**src/rtl/td4_sequencer.sv**
```systemverilog
// td4_sequencer: fetch/decode/execute control stage of the 4-bit TD4-style CPU.
// Owns PC, IR, the 4-bit adder and the carry flag; every instruction takes
// exactly three clocks (FETCH, DECODE, EXEC). Load strobes are registered and
// only ever high while the FSM sits in EXEC.
module td4_sequencer #(
  parameter int ADDR_W = 4,
  parameter int DATA_W = 4
) (
  input  logic              clk,
  input  logic              clr,
  input  logic              run,
  input  logic [7:0]        rom_data,
  input  logic [DATA_W-1:0] reg_a,
  input  logic [DATA_W-1:0] reg_b,
  input  logic [DATA_W-1:0] in_port,
  output logic [ADDR_W-1:0] rom_addr,
  output logic [DATA_W-1:0] alu_out,
  output logic              load_a,
  output logic              load_b,
  output logic              load_out,
  output logic              carry,
  output logic [1:0]        state
);

  typedef enum logic [1:0] {
    FETCH  = 2'b00,
    DECODE = 2'b01,
    EXEC   = 2'b10
  } state_e;

  typedef enum logic [3:0] {
    OP_ADD_A_IM = 4'b0000,
    OP_MOV_A_B  = 4'b0001,
    OP_IN_A     = 4'b0010,
    OP_MOV_A_IM = 4'b0011,
    OP_MOV_B_A  = 4'b0100,
    OP_ADD_B_IM = 4'b0101,
    OP_IN_B     = 4'b0110,
    OP_MOV_B_IM = 4'b0111,
    OP_OUT_B    = 4'b1001,
    OP_OUT_IM   = 4'b1011,
    OP_JNC      = 4'b1110,
    OP_JMP      = 4'b1111
  } opcode_e;

  typedef enum logic [1:0] {
    DEST_NONE = 2'd0,
    DEST_A    = 2'd1,
    DEST_B    = 2'd2,
    DEST_OUT  = 2'd3
  } dest_e;

  state_e            st;
  logic [ADDR_W-1:0] pc;
  logic [7:0]        ir;
  logic              cy_next;

  opcode_e           op;
  logic [DATA_W-1:0] imm;
  logic [DATA_W-1:0] src;
  dest_e             dest;
  logic [DATA_W:0]   sum;
  logic              jump_taken;

  assign rom_addr = pc;
  assign state    = st;

  // Decode the held instruction: operand source, destination and adder result.
  always_comb begin
    op         = opcode_e'(ir[7:4]);
    imm        = ir[DATA_W-1:0];
    src        = '0;
    dest       = DEST_NONE;
    jump_taken = 1'b0;
    case (op)
      OP_ADD_A_IM: begin src = reg_a;   dest = DEST_A;   end
      OP_MOV_A_B:  begin src = reg_b;   dest = DEST_A;   end
      OP_IN_A:     begin src = in_port; dest = DEST_A;   end
      OP_MOV_A_IM: begin src = '0;      dest = DEST_A;   end
      OP_MOV_B_A:  begin src = reg_a;   dest = DEST_B;   end
      OP_ADD_B_IM: begin src = reg_b;   dest = DEST_B;   end
      OP_IN_B:     begin src = in_port; dest = DEST_B;   end
      OP_MOV_B_IM: begin src = '0;      dest = DEST_B;   end
      OP_OUT_B:    begin src = reg_b;   dest = DEST_OUT; end
      OP_OUT_IM:   begin src = '0;      dest = DEST_OUT; end
      OP_JMP:      jump_taken = 1'b1;
      OP_JNC:      jump_taken = ~carry;
      default:     ;
    endcase
    sum = {1'b0, src} + {1'b0, imm};
  end

  // Sequencer FSM with registered datapath outputs and strobes; clr overrides all.
  always_ff @(posedge clk) begin
    if (clr) begin
      st       <= FETCH;
      pc       <= '0;
      ir       <= '0;
      alu_out  <= '0;
      carry    <= 1'b0;
      cy_next  <= 1'b0;
      load_a   <= 1'b0;
      load_b   <= 1'b0;
      load_out <= 1'b0;
    end else begin
      case (st)
        FETCH: begin
          if (run) begin
            ir <= rom_data;
            st <= DECODE;
          end
        end
        DECODE: begin
          alu_out  <= sum[DATA_W-1:0];
          cy_next  <= sum[DATA_W];
          load_a   <= (dest == DEST_A);
          load_b   <= (dest == DEST_B);
          load_out <= (dest == DEST_OUT);
          st       <= EXEC;
        end
        EXEC: begin
          load_a   <= 1'b0;
          load_b   <= 1'b0;
          load_out <= 1'b0;
          carry    <= cy_next;
          // JNC looks at the flag before this EXEC updates it.
          if (jump_taken) pc <= ADDR_W'(imm);
          else            pc <= pc + 1'b1;
          st       <= FETCH;
        end
        default: st <= FETCH;
      endcase
    end
  end

endmodule

```
**config.mk**
```make
export PLATFORM = sky130hd
export DESIGN_NAME = td4_sequencer
export DESIGN_NICKNAME = d
export VERILOG_FILES = /design/src/rtl/td4_sequencer.sv
export SDC_FILE = /design/constraint.sdc
export NUM_CORES = 1
export LEC_CHECK = 0
export CAP_MARGIN = 20
export CORE_ASPECT_RATIO = 1.5
export CORE_MARGIN = 2
export CORE_UTILIZATION = 50
export DETAILED_ROUTE_END_ITERATION = 10
export HOLD_SLACK_MARGIN = 0.02
export PLACE_DENSITY = 0.87
export SYNTH_ARGS = -nofsm -noshare
export SYNTH_HDL_FRONTEND = slang
export SYNTH_SLANG_ARGS = --single-unit
```
**constraint.sdc**
```tcl
create_clock -name clk -period 5.3 [get_ports clk]
set_clock_uncertainty 0.15 [all_clocks]
set_input_delay 1.325 -clock clk [delete_from_list [all_inputs] [get_ports clk]]
set_output_delay 1.325 -clock clk [all_outputs]
set_load 0.01 [all_outputs]
```
# == Word-level counts from Yosys, hierarchy flattened ==
# Cells that the tools add are included.
# totals
reg_bits,23
input_bits,23
elab_cells,48
# op_classes
add_sub_neg,2
eq_ne,17
n_mux,9
bitwise,1
reduce_logical,10
# ops
cell,count
$eq A4 B3 Y1 const B,4
$eq A4 B4 Y1 const B,4
$pmux W4 S3,1
$eq A4 B2 Y1 const B,2
$pmux W1 S2,4
$reduce_or A4 Y1,2
$eq A2 B2 Y1 const B,3
$pmux W2 S3,1
$reduce_or A2 Y1,3
$add A4 B4 Y5,1
$add A4 B1 Y4 const B,1
$eq A2 B1 Y1 const B,2
$eq A4 B1 Y1 const B,1
$logic_not A4 Y1,1
$mux W4,1
$pmux W2 S2,1
$reduce_or A3 Y1,1
$logic_not A2 Y1,1
$mux W2,1
$ne A2 B2 Y1 const B,1
$reduce_and A2 Y1,1
$reduce_bool A2 Y1,1
$not A1 Y1,1

# == Logic depth before layout (Yosys ltp) ==
# Gate-level depths: netlist (run 1).
# logic_depth
depth_word,5
depth_mapped,8

# == Worst setup path before layout (run 1) ==
# Ideal clock, no wire load.
# synth_path
kind,input to register
from,input port in_port[0]
to,register cy_next
arrival_time_ns,2.450
required_time_ns,5.016
setup_slack_ns,2.566
stages,7
path_buffers,0
path_cell_list,mux2i_1 > o2bb2ai_1 > ha_1 > fa_1 > a21o_1 > a21oi_1 > a211oi_1
# synth_via
elab_chain_len,2
# synth_lines
item,line,text
from (decl),15,"input logic [DATA_W-1:0] in_port,"
$pmux W4 S3,75,case (op)
$add A4 B4 Y5,90,"sum = {1'b0, src} + {1'b0, imm};"
to (signal assigned),115,cy_next <= sum[DATA_W];
to (decl),56,logic cy_next;
# Every way passes these cells.
# A chain may end at the register's enable or synchronous reset.

==> summary.txt, run 1 <==
STA
  • Final Hold Viols: 0
  • Final setup vio count: 0
  • Clock period minus final worst setup slack: 2.97 ns
  • Final Slew Violations: 0
  • RSZ-0062 raised after global routing: false
  • Max Freq: 337 MHz
  • TNS Setup: 0 ns
  • Worst-Margin Slew: 0.984 ns
  • Final period utilization: 0.560
  • Max-slew headroom: 0.342

Setup path
  • Required @ worst endpoint: 5.37 ns
  • CP Cell Sequence: clkdlybuf4s50_1, or4_1, o311ai_1
  • Critical-path top delay cell: clkdlybuf4s50_1
  • Setup crit start kind: input port
  • CP Class: in2reg
  • Buffers & Inverters on Critical Path: 1
  • Worst Setup End Kind: flop
  • Slowest stage delay, CP: 0.91 ns
  • Crit-path leading delay family: buffers and inverters
  • Critical path fanouts, max: 29
  • FF-to-FF setup slack: 2.90 ns
  • Stages on worst setup path: 3
  • Worst r2r src: ir[5]
  • CP arrival: 3.04 ns
  • Worst flop-to-flop path endpoint: alu_out[3]
  • R2R depth: 6

Clock tree
  • Clock Tree Buf Depth: 2
  • CTS tree: yes
  • Num CTS Buffers: 3
  • Root buffer cell: clkbuf_4
  • Clock sink total: 23
  • PostCTS Resize Cnt: 0
  • Worst skew pair latency: 0.32 ns
  • Hold_buf cts: 0
  • Clock Pin Slew Worst Setup and Hold Paths: 0.12 ns
  • Postcts setup bufs: 0
  • Htree depth: 1

Final layout
  • Layout Nets: 211
  • Layout filler cell count: 204
  • Ant diodes: 0
  • Layout cells sized above 1: 0.0398
  • Area Growth Syn to Fin: 28.3%

Global route
  • Antenna violations before repair: 0
  • Pin count of the biggest net entering global routing: 30
  • Gr usage total: 0.206
  • Vias in the first global route: 1167
  • Remaining global-route overflow: 0
  • First-pass GRT wire length: 4.64 mm

Routing
  • Initial DRC count: 25
  • Routed via count: 1169
  • Antenna Nets Post-Route: 0
  • Post-DR wirelength/cell: 14.1 um
  • Routed WL: 2.83 mm
  • Drt first pass iters: 4
  • DRC Markers: 0
  • DR vias/cell: 5.85

Logic synthesis
  • Main synth FF type: dfxtp_1
  • Synth Cell Area: 1290 um^2
  • Synth Warn #: 0
  • Post-synth ARST share: 0
  • #FFs+latches synth: 23
  • Seq/Total Area, Yosys: 0.356
  • Syn_nets: 178
  • Syn Inst Count: 144
  • Number of synthesized flops with an enable pin: 0
  • Post-Syn Area per Cell: 8.98 um^2
  • Number of library cell types mapped by synthesis: 39

Run
  • Max Cap Violations: 0

Worst hold path
  • Hold Path Cell Cnt: 2
  • Hold EP: ir[2]
  • Hold WC Path Type: reg2reg
  • Hold path start: ir[2]

Die
  • Die Y: 66.3 um
  • Die Area: 3020 um^2
  • Starting Density: 0.528
  • Ports: 37
  • Placement Rows: 22
  • Die extent in x: 45.5 um
  • Floorplan core area: 2450 um^2

Power
  • Power per cell area: 273 nW/um^2
  • Pleak: 0.633 nW
  • Peak supply drop: 0.253 mV
  • Overall Power: 454 uW

Placed design
  • Routability cong.: 0.835
  • Final HPWL DP: 2.19 mm
  • Port buffer count: 36

Run status
  • Status: completed
==> worst min-delay path, cell delays in order, from the launching register on <==
cell     delay [ns]
dfxtp_1        0.35
nand2_1        0.06
a21oi_1        0.05
==> synthesized netlist by cell type, types with 2 or more instances <==
cell / n / share of area
dfxtp_1: 23 / 0.36
nor2_1: 13 / 0.038
mux2i_1: 11 / 0.085
nand2_1: 11 / 0.032
a21oi_1: 10 / 0.039
ha_1: 10 / 0.097
nand3_1: 10 / 0.039
inv_1: 5 / 0.015
clkbuf_1: 4 / 0.012
nand2b_1: 4 / 0.019
o2bb2ai_1: 4 / 0.027
a211oi_1: 3 / 0.017
a31oi_1: 3 / 0.015
nor2b_1: 3 / 0.015
a21o_1: 2 / 0.012
buf_6: 2 / 0.017
nand3b_1: 2 / 0.012
nor3b_1: 2 / 0.012
o21ai_0: 2 / 0.0077
==> state kept, by name (all words and copies together), names as in the netlist <==
name      flops
rom_addr      4
cy_next       1
ir            8
carry         1
alu_out       4
load_a        1
load_b        1
load_out      1
state         2
==> cells in the final DEF (no fill, tap or decap), types with 2 or more instances in the layout <==
cell type	n
nand2b_1	4
nor2b_1	3
mux2i_1	11
clkbuf_4	3
a211oi_1	3
nand3b_1	2
clkdlybuf4s50_1	36
a21o_1	2
inv_1	5
nand2_1	11
a21oi_1	10
o2bb2ai_1	4
o21ai_0	2
dfxtp_1	23
nand3_1	10
nor3b_1	2
a31oi_1	3
ha_1	10
nor2_1	13
==> metrics by stage <==
| stage | util | hold WS [ns] | std cells | area (um^2) | worst slack, ns |
|---|---|---|---|---|---|
| after floorplan | - | 0.299 | 144 | 1290 | 2.57 |
| after global placement | 0.667 | 0.323 | 196 | 1630 | 2.05 |
| after detailed placement | 0.667 | 0.326 | 196 | 1630 | 2.01 |
| after CTS | 0.678 | 0.344 | 200 | 1660 | 2.34 |
| after global routing | 0.678 | 0.372 | 200 | 1660 | 2.23 |
| final | 0.678 | 0.344 | 200 | 1660 | 2.33 |
==> area by class of cell <==
| cell class | count | area, um^2 | share of cell area |
|---|---|---|---|
| multi-input cells | 108 | 764 | 0.460 |
| flip-flops and latches | 23 | 460 | 0.277 |
| repair buffers | 36 | 360 | 0.217 |
| well taps | 24 | 30.0 | 0.0181 |
| clock buffers | 4 | 26.3 | 0.0158 |
| inverters | 5 | 18.8 | 0.0113 |
==> how the worst max path moves through the flow <==
| stage | slack, ns | end | startpoint |
|---|---|---|---|
| 2_1_floorplan | 2.57 | cy_next | in_port[0] |
| 3_3_place_gp | 2.05 | cy_next | in_port[0] |
| 3_5_place_dp | 2.01 | cy_next | in_port[0] |
| 4_1_cts | 2.34 | cy_next | in_port[0] |
| 5_1_grt | 2.23 | rom_addr[3] | clr |
| 6_report | 2.33 | rom_addr[2] | clr |
==> layer usage <==
metal  share of wire  vias up  track usage  wire length, um
li1                -      584            -                -
met1            0.41      556        0.210             1150
met2            0.55       23        0.387             1550
met3           0.025        6       0.0328               71
met4           0.019        0       0.0846               55
met5               0        -            0                0
==> kinds of logic (layout without fill, tap and decap cells) <==
group | Yosys count | after routing | synth area share
adder cells (fa/ha/maj) | 11 | 11 | 0.112
XOR/XNOR | 1 | 1 | 0.00677
buffers and inverters | 13 | 45 | 0.0532
AO/OA/AOI/OAI | 31 | 31 | 0.164
flip-flops | 23 | 23 | 0.356
AND/OR/NAND/NOR | 54 | 54 | 0.222
multiplexers | 11 | 11 | 0.0851
==> power by group <==
| part | switching [mW] | total, mW | internal, mW |
|---|---|---|---|
| Sequential | 0.0208 | 0.214 | 0.194 |
| Clock | 0.0535 | 0.0830 | 0.0295 |
| Combinational | 0.0734 | 0.156 | 0.0828 |
Note: power is estimated with default switching activity, not from simulation.
==> run 2: changes to the inputs <==
Settings changed: CORE_UTILIZATION 50 to 47, PLACE_DENSITY 0.87 to 0.83.
Clock period 5.3 ns to 2.74 ns, I/O delays scaled along.
==> summary.txt, run 2 (same netlist as run 1, synthesis figures left out) <==
Run status
  • Status: completed

STA
  • Final Hold Viols: 0 (unchanged)
  • Worst-Margin Slew: 0.627 ns (-0.356 ns)
  • TNS Setup: 0 ns (unchanged)
  • Final setup vio count: 0 (unchanged)
  • Clock period minus final worst setup slack: 2.43 ns
  • Max Freq: 412 MHz
  • Max-slew headroom: 0.579 (+0.237)
  • RSZ-0062 raised after global routing: false
  • Final Slew Violations: 0 (unchanged)
  • Final period utilization: 0.886

Setup path
  • Critical-path top delay cell: a211oi_1
  • Worst r2r src: ir[5]
  • Crit path from: ir[5]
  • CP Class: reg2reg
  • R2R depth: 6 (unchanged)
  • Crit-path leading delay family: compound AO/OA/AOI/OAI gates
  • Critical Path Sink: alu_out[3]
  • Required @ worst endpoint: 2.77 ns (-2.60 ns)
  • Setup crit start kind: flop
  • FF-to-FF setup slack: 0.31 ns (-2.59 ns)
  • CP arrival: 2.46 ns (-0.58 ns)
  • Worst Setup End Kind: flop
  • Critical path fanouts, max: 8 (-72%)
  • Buffers & Inverters on Critical Path: 0 (-1)
  • CP Cell Sequence: a211oi_1, o2bb2ai_1, ha_1, a21o_1, a2111o_1, o221ai_1
  • Worst flop-to-flop path endpoint: alu_out[3]
  • Slowest stage delay, CP: 0.60 ns (-0.31 ns)
  • Stages on worst setup path: 6 (+3)

Power
  • NetSw: 287 uW (+94%)
  • Power per cell area: 542 nW/um^2 (+98%)
  • Peak supply drop: 0.393 mV (+55%)
  • P_int: 640 uW (+110%)
  • Clock share of power: 0.222 (+0.039)
  • Comb power frac: 0.330 (-0.014)
  • Pleak: 0.650 nW (+2.7%)
  • Sw Ratio: 0.310 (-0.0158)
  • Sequential Power Share: 0.448 (-0.025)
  • Overall Power: 927 uW (+100%)

Final layout
  • Ant diodes: 0 (unchanged)
  • Layout cells sized above 1: 0.0506 (+0.0108)
  • Most common cell after layout, fill and taps aside: clkdlybuf4s50_1
  • Final core utilization: 0.646 (-0.0317)
  • Area Growth Syn to Fin: 32.2%
  • Layout Nets: 213 (+0.95%)
  • Most frequent cells in the layout: clkdlybuf4s50_1 (36), dfxtp_1 (23), nor2_1 (13)
  • Sequential cell area: 460 um^2 (unchanged)
  • Multi-input logic area: 764 um^2 (unchanged)
  • Layout filler cell count: 252 (+24%)
  • Largest register FFs: 8 (unchanged)
  • Layout Cells excl Fill: 215 (+7.5%)
  • Largest register by flop count: ir

Global route
  • Vias in the first global route: 1171 (+0.34%)
  • Pin count of the biggest net entering global routing: 16 (-47%)
  • Met1 Resource Use GR: 0.248 (+0.0379)
  • First-pass GRT wire length: 4.91 mm (+5.6%)
  • Antenna violations before repair: 0 (unchanged)
  • Gr usage total: 0.204 (-0.00199)
  • GR Util met3: 0.0185 (-0.0143)
  • Remaining global-route overflow: 0 (unchanged)
  • Most Crowded Layer GR: met2
  • GR Util met2: 0.373 (-0.0140)

Routing
  • Routed via count: 1173 (+0.34%)
  • DR vias/cell: 5.46 (-6.7%)
  • Drt first pass iters: 4 (unchanged)
  • Routed WL: 2.96 mm (+4.8%)
  • DRC Markers: 0 (unchanged)
  • Antenna Nets Post-Route: 0 (unchanged)
  • Post-DR wirelength/cell: 13.8 um (-2.5%)
  • Initial DRC count: 24 (-4.0%)

Clock tree
  • Root buffer cell: clkbuf_8
  • Postcts setup bufs: 0 (unchanged)
  • Clock Tree Buf Depth: 2 (unchanged)
  • Worst skew pair latency: 0.26 ns (-0.06 ns)
  • PostCTS Resize Cnt: 0 (unchanged)
  • CTS tree: yes
  • Num CTS Buffers: 3 (unchanged)
  • Htree depth: 1 (unchanged)
  • Hold_buf cts: 0 (unchanged)
  • Clock sink total: 23 (unchanged)
  • Clock Pin Slew Worst Setup and Hold Paths: 0.08 ns (-0.04 ns)

Run
  • Max Cap Violations: 0 (unchanged)

Die
  • Starting Density: 0.489 (-0.0394)
  • Die Area: 3200 um^2 (+5.9%)
  • Floorplan core area: 2650 um^2 (+8.1%)
  • Die extent in x: 46.8 um (+2.9%)
  • Placement Rows: 23 (+4.5%)
  • Ports: 37 (unchanged)
  • Die Y: 68.3 um (+2.9%)

Placed design
  • Final HPWL DP: 2.31 mm (+5.2%)
  • Routability cong.: 0.831 (-0.53%)
  • Port buffer count: 36 (unchanged)
  • Placed cells: 211 (+7.7%)

Worst hold path
  • Hold WC Path Type: reg2reg
  • Hold path start: ir[3]
-- run 2: cell count changes in the layout (fill, tap and decap cells not counted) --
cell	previous run	this run
buf_4	0	2
clkbuf_4	3	0
clkbuf_8	0	3
-- run 2: metrics by stage --
stage	hold slack [ns]	cell area, um^2	worst slack [ns]
6_report	0.333	1710	0.313
5_1_grt	0.366	1710	0.253
4_1_cts	0.332	1710	0.349
3_5_place_dp	0.319	1670	0.133
3_3_place_gp	0.324	1670	0.169
2_1_floorplan	0.299	1290	0.646
-- run 2: layout make-up --
class / count / area share
multi-input cells: 108 / 0.447
repair buffers: 38 / 0.219
clock buffers: 4 / 0.0263
well taps: 37 / 0.0271
flip-flops and latches: 23 / 0.269
inverters: 5 / 0.0110
-- run 2: worst min path at each step --
stage / slack (ns) / end / cells past startpoint
4_1_cts: 0.33 / ir[3] / 2
3_3_place_gp: 0.32 / ir[3] / 2
2_1_floorplan: 0.30 / ir[3] / 2
5_1_grt: 0.37 / ir[3] / 2
3_5_place_dp: 0.32 / ir[3] / 2
6_report: 0.33 / ir[3] / 2
-- run 2: per-layer routing --
layer  up-vias  part of all wire
met5         -                 0
met2        28              0.54
met3         2             0.034
li1        591                 -
met1       552              0.42
met4         0            0.0051
-- run 2: worst reg2reg max path, delay by kind of cell (launching register included) --
family	cells	cell delay, ns
flip-flops	1	0.45
AO/OA/AOI/OAI	5	1.48
adder cells (fa/ha/maj)	1	0.28
-- run 2: power by group through the flow --
stage | logic [mW] | registers (mW) | clock network [mW]
2_1_floorplan | 0.182 | 0.423 | 0
3_3_place_gp | 0.295 | 0.420 | 0
3_5_place_dp | 0.305 | 0.423 | 0
4_1_cts | 0.307 | 0.415 | 0.212
5_1_grt | 0.338 | 0.420 | 0.226
6_report | 0.306 | 0.415 | 0.206
